**src/rtl/nbldpc_filter_pkg.sv**
```systemverilog
// Shared widths and the controller state encoding for the NB-LDPC
// duplicate-symbol filter path.
package nbldpc_filter_pkg;

    localparam int COUNTER_WIDTH = 4;
    localparam int DEPTH         = 2**(COUNTER_WIDTH+1) - 1;
    localparam int Q_WIDTH       = 6;
    localparam int LLR_WIDTH     = 5;

    typedef enum logic [1:0] {
        IDLE   = 2'd0,
        ACCEPT = 2'd1,
        WAIT   = 2'd2,
        DONE   = 2'd3
    } state_t;

endpackage

```
**src/rtl/filter_id_reg.sv**
```systemverilog
// Thermometer occupancy mask for the filter's marker slots plus the
// kept-symbol count; clear wins over increment, increment saturates at NM.
module filter_id_reg
    import nbldpc_filter_pkg::*;
#(
    parameter int COUNTER_WIDTH = nbldpc_filter_pkg::COUNTER_WIDTH,
    parameter int DEPTH         = 2**(COUNTER_WIDTH+1) - 1,
    parameter int NM            = 16
) (
    input  logic                     clk,
    input  logic                     rst_n,
    input  logic                     clr,
    input  logic                     inc,
    output logic [DEPTH:0]           id,
    output logic [COUNTER_WIDTH:0]   cnt
);

    localparam int CW = COUNTER_WIDTH + 1;

    // NOTE: flops use <= so every register samples pre-edge values.
    always_ff @(posedge clk or negedge rst_n) begin
        if (!rst_n) begin
            id  <= '0;
            cnt <= '0;
        end else if (clr) begin
            id  <= '0;
            cnt <= '0;
        end else if (inc && (int'(cnt) < NM)) begin
            id  <= {id[DEPTH-1:0], 1'b1};
            cnt <= cnt + CW'(1);
        end
    end

endmodule

```
**src/rtl/dup_filter_ctrl.sv**
```systemverilog
// Issues sorted (Q, LLR) candidates one at a time to the duplicate filter,
// waits FLT_LAT cycles for its verdict and publishes kept symbols.
module dup_filter_ctrl
    import nbldpc_filter_pkg::*;
#(
    parameter int COUNTER_WIDTH = nbldpc_filter_pkg::COUNTER_WIDTH,
    parameter int DEPTH         = 2**(COUNTER_WIDTH+1) - 1,
    parameter int Q_WIDTH       = nbldpc_filter_pkg::Q_WIDTH,
    parameter int LLR_WIDTH     = nbldpc_filter_pkg::LLR_WIDTH,
    parameter int NM            = 16,
    parameter int FLT_LAT       = 2
) (
    input  logic                   clk,
    input  logic                   rst_n,
    input  logic                   start,
    input  logic                   in_valid,
    output logic                   in_ready,
    input  logic [Q_WIDTH:0]       in_q,
    input  logic [LLR_WIDTH:0]     in_llr,
    input  logic                   in_last,
    output logic                   flt_valid,
    output logic [Q_WIDTH:0]       flt_q,
    output logic [LLR_WIDTH:0]     flt_llr,
    output logic [DEPTH:0]         flt_id,
    input  logic                   flt_save,
    output logic                   out_valid,
    output logic [Q_WIDTH:0]       out_q,
    output logic [LLR_WIDTH:0]     out_llr,
    output logic [COUNTER_WIDTH:0] out_idx,
    output logic [COUNTER_WIDTH:0] kept_cnt,
    output logic                   done
);

    localparam int LAT_W = $clog2(FLT_LAT + 1);

    state_t             state, state_nxt;
    logic [LAT_W-1:0]   lat_cnt;
    logic               cand_last;
    logic               take;
    logic               verdict;
    logic               keep;

    assign in_ready = (state == ACCEPT);
    assign done     = (state == DONE);

    // start aborts everything, so it gates both the handshake and the verdict.
    assign take    = in_ready && in_valid && !start;
    assign verdict = (state == WAIT) && (lat_cnt == '0);
    assign keep    = verdict && flt_save && !start;

    // NOTE: defaults first so every path assigns state_nxt (no latch).
    always_comb begin
        state_nxt = state;
        if (start) begin
            state_nxt = ACCEPT;
        end else begin
            case (state)
                ACCEPT:  if (in_valid) state_nxt = WAIT;
                WAIT:    if (verdict) begin
                             if ((flt_save && (int'(kept_cnt) + 1 == NM)) || cand_last)
                                 state_nxt = DONE;
                             else
                                 state_nxt = ACCEPT;
                         end
                default: state_nxt = state;
            endcase
        end
    end

    always_ff @(posedge clk or negedge rst_n) begin
        if (!rst_n) begin
            state     <= IDLE;
            lat_cnt   <= '0;
            cand_last <= 1'b0;
            flt_valid <= 1'b0;
            flt_q     <= '0;
            flt_llr   <= '0;
            out_valid <= 1'b0;
            out_q     <= '0;
            out_llr   <= '0;
            out_idx   <= '0;
        end else begin
            state     <= state_nxt;
            flt_valid <= take;
            out_valid <= keep;
            if (take) begin
                cand_last <= in_last;
                flt_q     <= in_q;
                flt_llr   <= in_llr;
                lat_cnt   <= LAT_W'(FLT_LAT);
            end else if ((state == WAIT) && (lat_cnt != '0)) begin
                lat_cnt <= lat_cnt - LAT_W'(1);
            end
            if (keep) begin
                out_q   <= flt_q;
                out_llr <= flt_llr;
                out_idx <= kept_cnt;
            end
        end
    end

    // Mask moves one edge after the verdict, so it is stable while the
    // filter compares and writes its marker.
    filter_id_reg #(
        .COUNTER_WIDTH (COUNTER_WIDTH),
        .DEPTH         (DEPTH),
        .NM            (NM)
    ) u_id_reg (
        .clk   (clk),
        .rst_n (rst_n),
        .clr   (start),
        .inc   (keep),
        .id    (flt_id),
        .cnt   (kept_cnt)
    );

endmodule
```
**config.mk**
```make
export PLATFORM = sky130hd
export DESIGN_NAME = dup_filter_ctrl
export DESIGN_NICKNAME = d
export VERILOG_FILES = /design/src/rtl/nbldpc_filter_pkg.sv /design/src/rtl/filter_id_reg.sv /design/src/rtl/dup_filter_ctrl.sv
export SDC_FILE = /design/constraint.sdc
export NUM_CORES = 1
export LEC_CHECK = 0
export CAP_MARGIN = 20
export CORE_MARGIN = 10
export CORE_UTILIZATION = 51
export DETAILED_ROUTE_END_ITERATION = 10
export PLACE_DENSITY_LB_ADDON = 0.05
export SYNTH_ARGS = -nofsm -noshare
export SYNTH_HDL_FRONTEND = slang
export SYNTH_SLANG_ARGS = --single-unit
```
**constraint.sdc**
```tcl
create_clock -name clk -period 2.45 [get_ports clk]
set_input_delay 0.735 -clock clk [delete_from_list [all_inputs] [get_ports clk]]
set_output_delay 0.735 -clock clk [all_outputs]
set_load 0.02 [all_outputs]
```
# Yosys cells after proc, flatten, opt, wreduce, memory -nomap -nowiden
# Index checks and enable logic that the tools add are counted.
[totals] ff_bits=75 wordCells=49
[op_classes] n_eq_ne=6 add_sub_neg=3 n_reduce_logical=16 magnitude_cmp=1 n_mux=11
[ops] cell="32-bit 2-to-1 mux" n=2
[ops] cell="2-bit 2-to-1 mux" n=6
[ops] cell="5-bit 2-to-1 mux" n=2
[ops] cell="1-bit logical AND" n=8
[ops] cell="5-bit by 1-bit adder with 6-bit output, second input constant" n=1
[ops] cell="6-bit by 5-bit == test with 1-bit output, second input constant" n=1
[ops] cell="3-bit inequality test, second input constant" n=2
[ops] cell="2-bit nonzero test" n=3
[ops] cell="5-bit by 1-bit adder with 5-bit output, second input constant" n=1
[ops] cell="5-bit less-than comparator, second input constant" n=1
[ops] cell="2-bit == test, second input constant" n=2
[ops] cell="2-bit case mux with 2 select lines" n=1
[ops] cell="3-bit AND reduction" n=1
[ops] cell="3-bit nonzero test" n=1
[ops] cell="2-bit by 1-bit == test with 1-bit output, second input constant" n=1
[ops] cell="2-bit zero test" n=1
[ops] cell="2-bit by 1-bit subtractor with 2-bit output, second input constant" n=1
[ops] cell="1-bit zero test" n=1
[ops] cell="1-bit logical OR" n=1

# Longest topological paths before layout
[logic_depth] ltp_word=8 ltp_mapped=8 ltp_nobuf=6

# Cells and area by module
# A second synthesis with hierarchy kept.
[unflattened] cells_unflattened=256 hier_area_um2=3041.7
[modules_own_cells] module="dup_filter_ctrl" cells_per_inst=95 area_per_inst_um2=1560.2 n_inst=1
[modules_own_cells] module="filter_id_reg" cells_per_inst=161 area_per_inst_um2=1481.4 n_inst=1

# Worst setup path after synthesis
# Ideal clock, no wire load.
[synth_path] kind="input to register" start="input port in_valid" end="register flt_llr[4]" setup_time_ns=0.125 cell_stages=5 slack_ns=0.680 t_required_ns=2.325 arrival_time_ns=1.645 cell_sequence="nor2b_1 > and3b_1 > buf_6 > buf_6 > mux2_4"
[synth_via] elab_chain_cells=2
[synth_lines] element="from (decl)" line_no="dup_filter_ctrl.sv:16" source="input logic in_valid,"
[synth_lines] element="1-bit logical AND (2 in a row)" line_no="dup_filter_ctrl.sv:47" source="assign take = in_ready && in_valid && !start;"
[synth_lines] element="named net take" line_no="dup_filter_ctrl.sv:39" source="logic take;"
[synth_lines] element="to (signal assigned)" line_no="dup_filter_ctrl.sv:89" source="flt_llr <= in_llr;"
[synth_lines] element="to (decl)" line_no="dup_filter_ctrl.sv:23" source="output logic [LLR_WIDTH:0] flt_llr,"
# The timed path passes the listed nets, and every way through them passes these cells.
# A chain may end at the register's enable or synchronous reset.

# Worst setup path after layout
[layout_path] start="register state[0]" end="output port in_ready"
[layout_via] elab_chain_cells=1
[layout_lines] element="from (decl)" line_no="dup_filter_ctrl.sv:36" source="state_t state, state_nxt;"
[layout_lines] element="from (signal assigned)" line_no="dup_filter_ctrl.sv:83" source="state <= state_nxt;"
[layout_lines] element="2-bit by 1-bit == test with 1-bit output" line_no="dup_filter_ctrl.sv:43" source="assign in_ready = (state == ACCEPT);"
[layout_lines] element="to (decl)" line_no="dup_filter_ctrl.sv:17" source="output logic in_ready,"
# Every way passes these cells.

==> results.tsv <==
metric	value	unit
vias	2211	
worstSetupPathType	flop to output port	
cts_tree	done	
wl_met3	734	µm
multiInputGateArea	0.00116	mm²
seq_area_frac_synth	57.2	%
cts_setup_buffers	0	
synthCells	266	
clk_path_buf_depth	2	
cpLargestDelayFamily	buffers and inverters	
start_kind	flop	
port_buffers	90	
place_congestion	0.750	
path_max_fanout	8	
via_per_inst	5.04	
initial_utilization	52.0	%
synth_flop_cell	dfrtp_1	
seq_area	0.00188	mm²
startpoint	state[0]	
slowest_stage	clkdlybuf4s50_1	
nFillCells	471	
leakage	1.88	nW
io_pins	91	
synth_warnings	0	
die_height	100	µm
h-tree-depth	3	
drc	0	
status	complete, no violations	
first_pass_iters	4	
setup_viol	0	
routed_wl	7020	µm
cp_num_buf_inv	1	
wl_met1	3170	µm
r2r-start	lat_cnt[0]	
peakVddDrop	553	µV
cpPeakStageDelay	610	ps
crit_arrival	1540	ps
cts_resized	0	
clk_latency	340	ps
drt_iter0_drc	73	
grt_pass1_wl	11700	µm
cts.clk_slew.worst_paths	70	ps
rsz0062_at_grt	false	
cts_root_buffer	clkbuf_8	
dp.cells	423	
r2r_slack	640	ps
grt_max_degree	64	
grt-ovfl-total	0	
r2r.worst_path.cells	5	
stdcell_count	439	
clock-sinks	75	
topRoutingLayerUsed	met4	
diodes	0	
drv_slew	0	
syn-cell-area	0.00328	mm²
setup-tns-final	0	ps
hp-class	primary input to asynchronous set/reset pin	
chipWidth	100	µm
rows	29	
synth_edf_count	0	
wl_met2	3050	µm
fmax	439	MHz
synth.avg_cell_area	12.3	µm²
fin_nets	379	
critPathCapture	in_ready	
min_period	2280	ps
avgRoutedWirePerCell	16.0	µm
synthArstFlopShare	100	%
endpoint_kind	output port	
grt_pass1_vias	2283	
hpwlAfterDp	4920	µm
maxCapViolCount	0	
path_cells	nor2b_1 > clkdlybuf4s50_1	
relSlewSlack	73.0	%
layout-drive-gt1-share	15.7	%
antenna_left	0	
cts_made_buffers	9	
cts-hold-fix-buffers	0	
fin_skew	13.4	ps
antenna_found_initial	0	
yosysUniqueCellTypes	31	
cp.depth	2	
cp.required	1710	ps
max_slew.worst_pin.slew	405	ps
power_density	741	mW/mm²
groute.usage.overall	14.2	%
fin_crit_sh	92.9	%
syn-num-nets	288	
die_area	0.0100	mm²
syn_to_final_growth	35.0	%
reg2reg_to	out_idx[0]	
final_hold_viol_count	0	
ys_ff_latch	75	
core_area	0.00631	mm²
[worst min-delay path by stage]
stage | from | endpoint | slack [ps] | depth (start not counted)
after global placement | lat_cnt[1] | lat_cnt[1] | 470 | 1
final | rst_n | flt_llr[0] | 330 | 1
after floorplan | rst_n | cand_last | 440 | 0
after CTS | rst_n | lat_cnt[0] | 330 | 1
after detailed placement | lat_cnt[1] | lat_cnt[1] | 480 | 1
after global routing | rst_n | lat_cnt[1] | 340 | 1
[kinds of logic (layout without fill, tap and decap cells)]
| family | Yosys count | count (layout) | share of synthesized area, % |
|---|---|---|---|
| flip-flops | 75 | 75 | 57.2 |
| AND/OR/NAND/NOR | 56 | 56 | 11.8 |
| buffers and inverters | 50 | 146 | 7.43 |
| AO/OA/AOI/OAI | 46 | 46 | 7.51 |
| multiplexers | 35 | 35 | 14.7 |
| adder cells (fa/ha/maj) | 3 | 3 | 1.14 |
| XOR/XNOR | 1 | 1 | 0.267 |
[cell usage in the layout, fill, tap and decap left out, drive strengths merged, types with 2 or more instances in the layout]
cell type	instances
clkdlybuf4s50	89
dfrtp	75
o21ai	37
inv	36
nand3b	33
mux2	33
clkbuf	10
buf	6
nor2b	4
nor2	4
a21oi	4
nand3	4
nand2	3
ha	3
clkinv	3
and3b	2
mux2i	2
and2	2
[power by group]
part	switching, mW	internal (mW)
clock	0.447	0.473
sequential	0.111	1.40
combinational	0.373	0.480
total	0.931	2.35
[routing by layer]
layer / global-route usage, % / vias to the layer above
li1: - / 1074
met1: 19.6 / 1071
met2: 19.3 / 60
met3: 6.18 / 6
met4: 4.89 / 0
met5: 0 / -
[Yosys cell counts (3+ instances only)]
library cell   n  area [µm²]
o21ai_1        3        15.0
buf_6          7        78.8
nand2_1        3        11.3
mux2_2         9         101
nor2b_1        4        25.0
a21oi_1        4        20.0
nor2_1         4        15.0
inv_1         35         131
nand3b_1      33         248
o21ai_0       34         170
dfrtp_1       75        1880
mux2_4        24         360
ha_1           3        37.5
clkbuf_1       7        26.3
[registers in the layout, indices dropped and copies added, names as in the netlist, 2 cells and up]
register	cells
u_id_reg.id	32
flt_q	7
out_q	7
flt_llr	6
out_llr	6
out_idx	5
u_id_reg.cnt	5
lat_cnt	2
state	2
[stage by stage]
step                util (%)  total power, mW  setup slack (ps)  hold slack, ps  area (µm²)
floorplan                  -             1.98               680             439        3280
global placement        67.2             2.38               124             471        4240
detailed placement      67.2             2.40               110             476        4240
CTS                     70.2             3.33               150             329        4430
global route            70.2             3.45              94.7             344        4430
finish                  70.2             3.28               174             333        4430
[layout make-up]
| cell class | instances | area share [%] |
|---|---|---|
| multi-input combinational | 141 | 26.2 |
| tap | 77 | 2.17 |
| sequential | 75 | 42.3 |
| clock buffer | 10 | 2.88 |
| clock inverter | 6 | 1.47 |
| timing repair buffer | 95 | 22.0 |
| inverter | 35 | 2.96 |
Note: power is estimated with default switching activity, not from simulation.
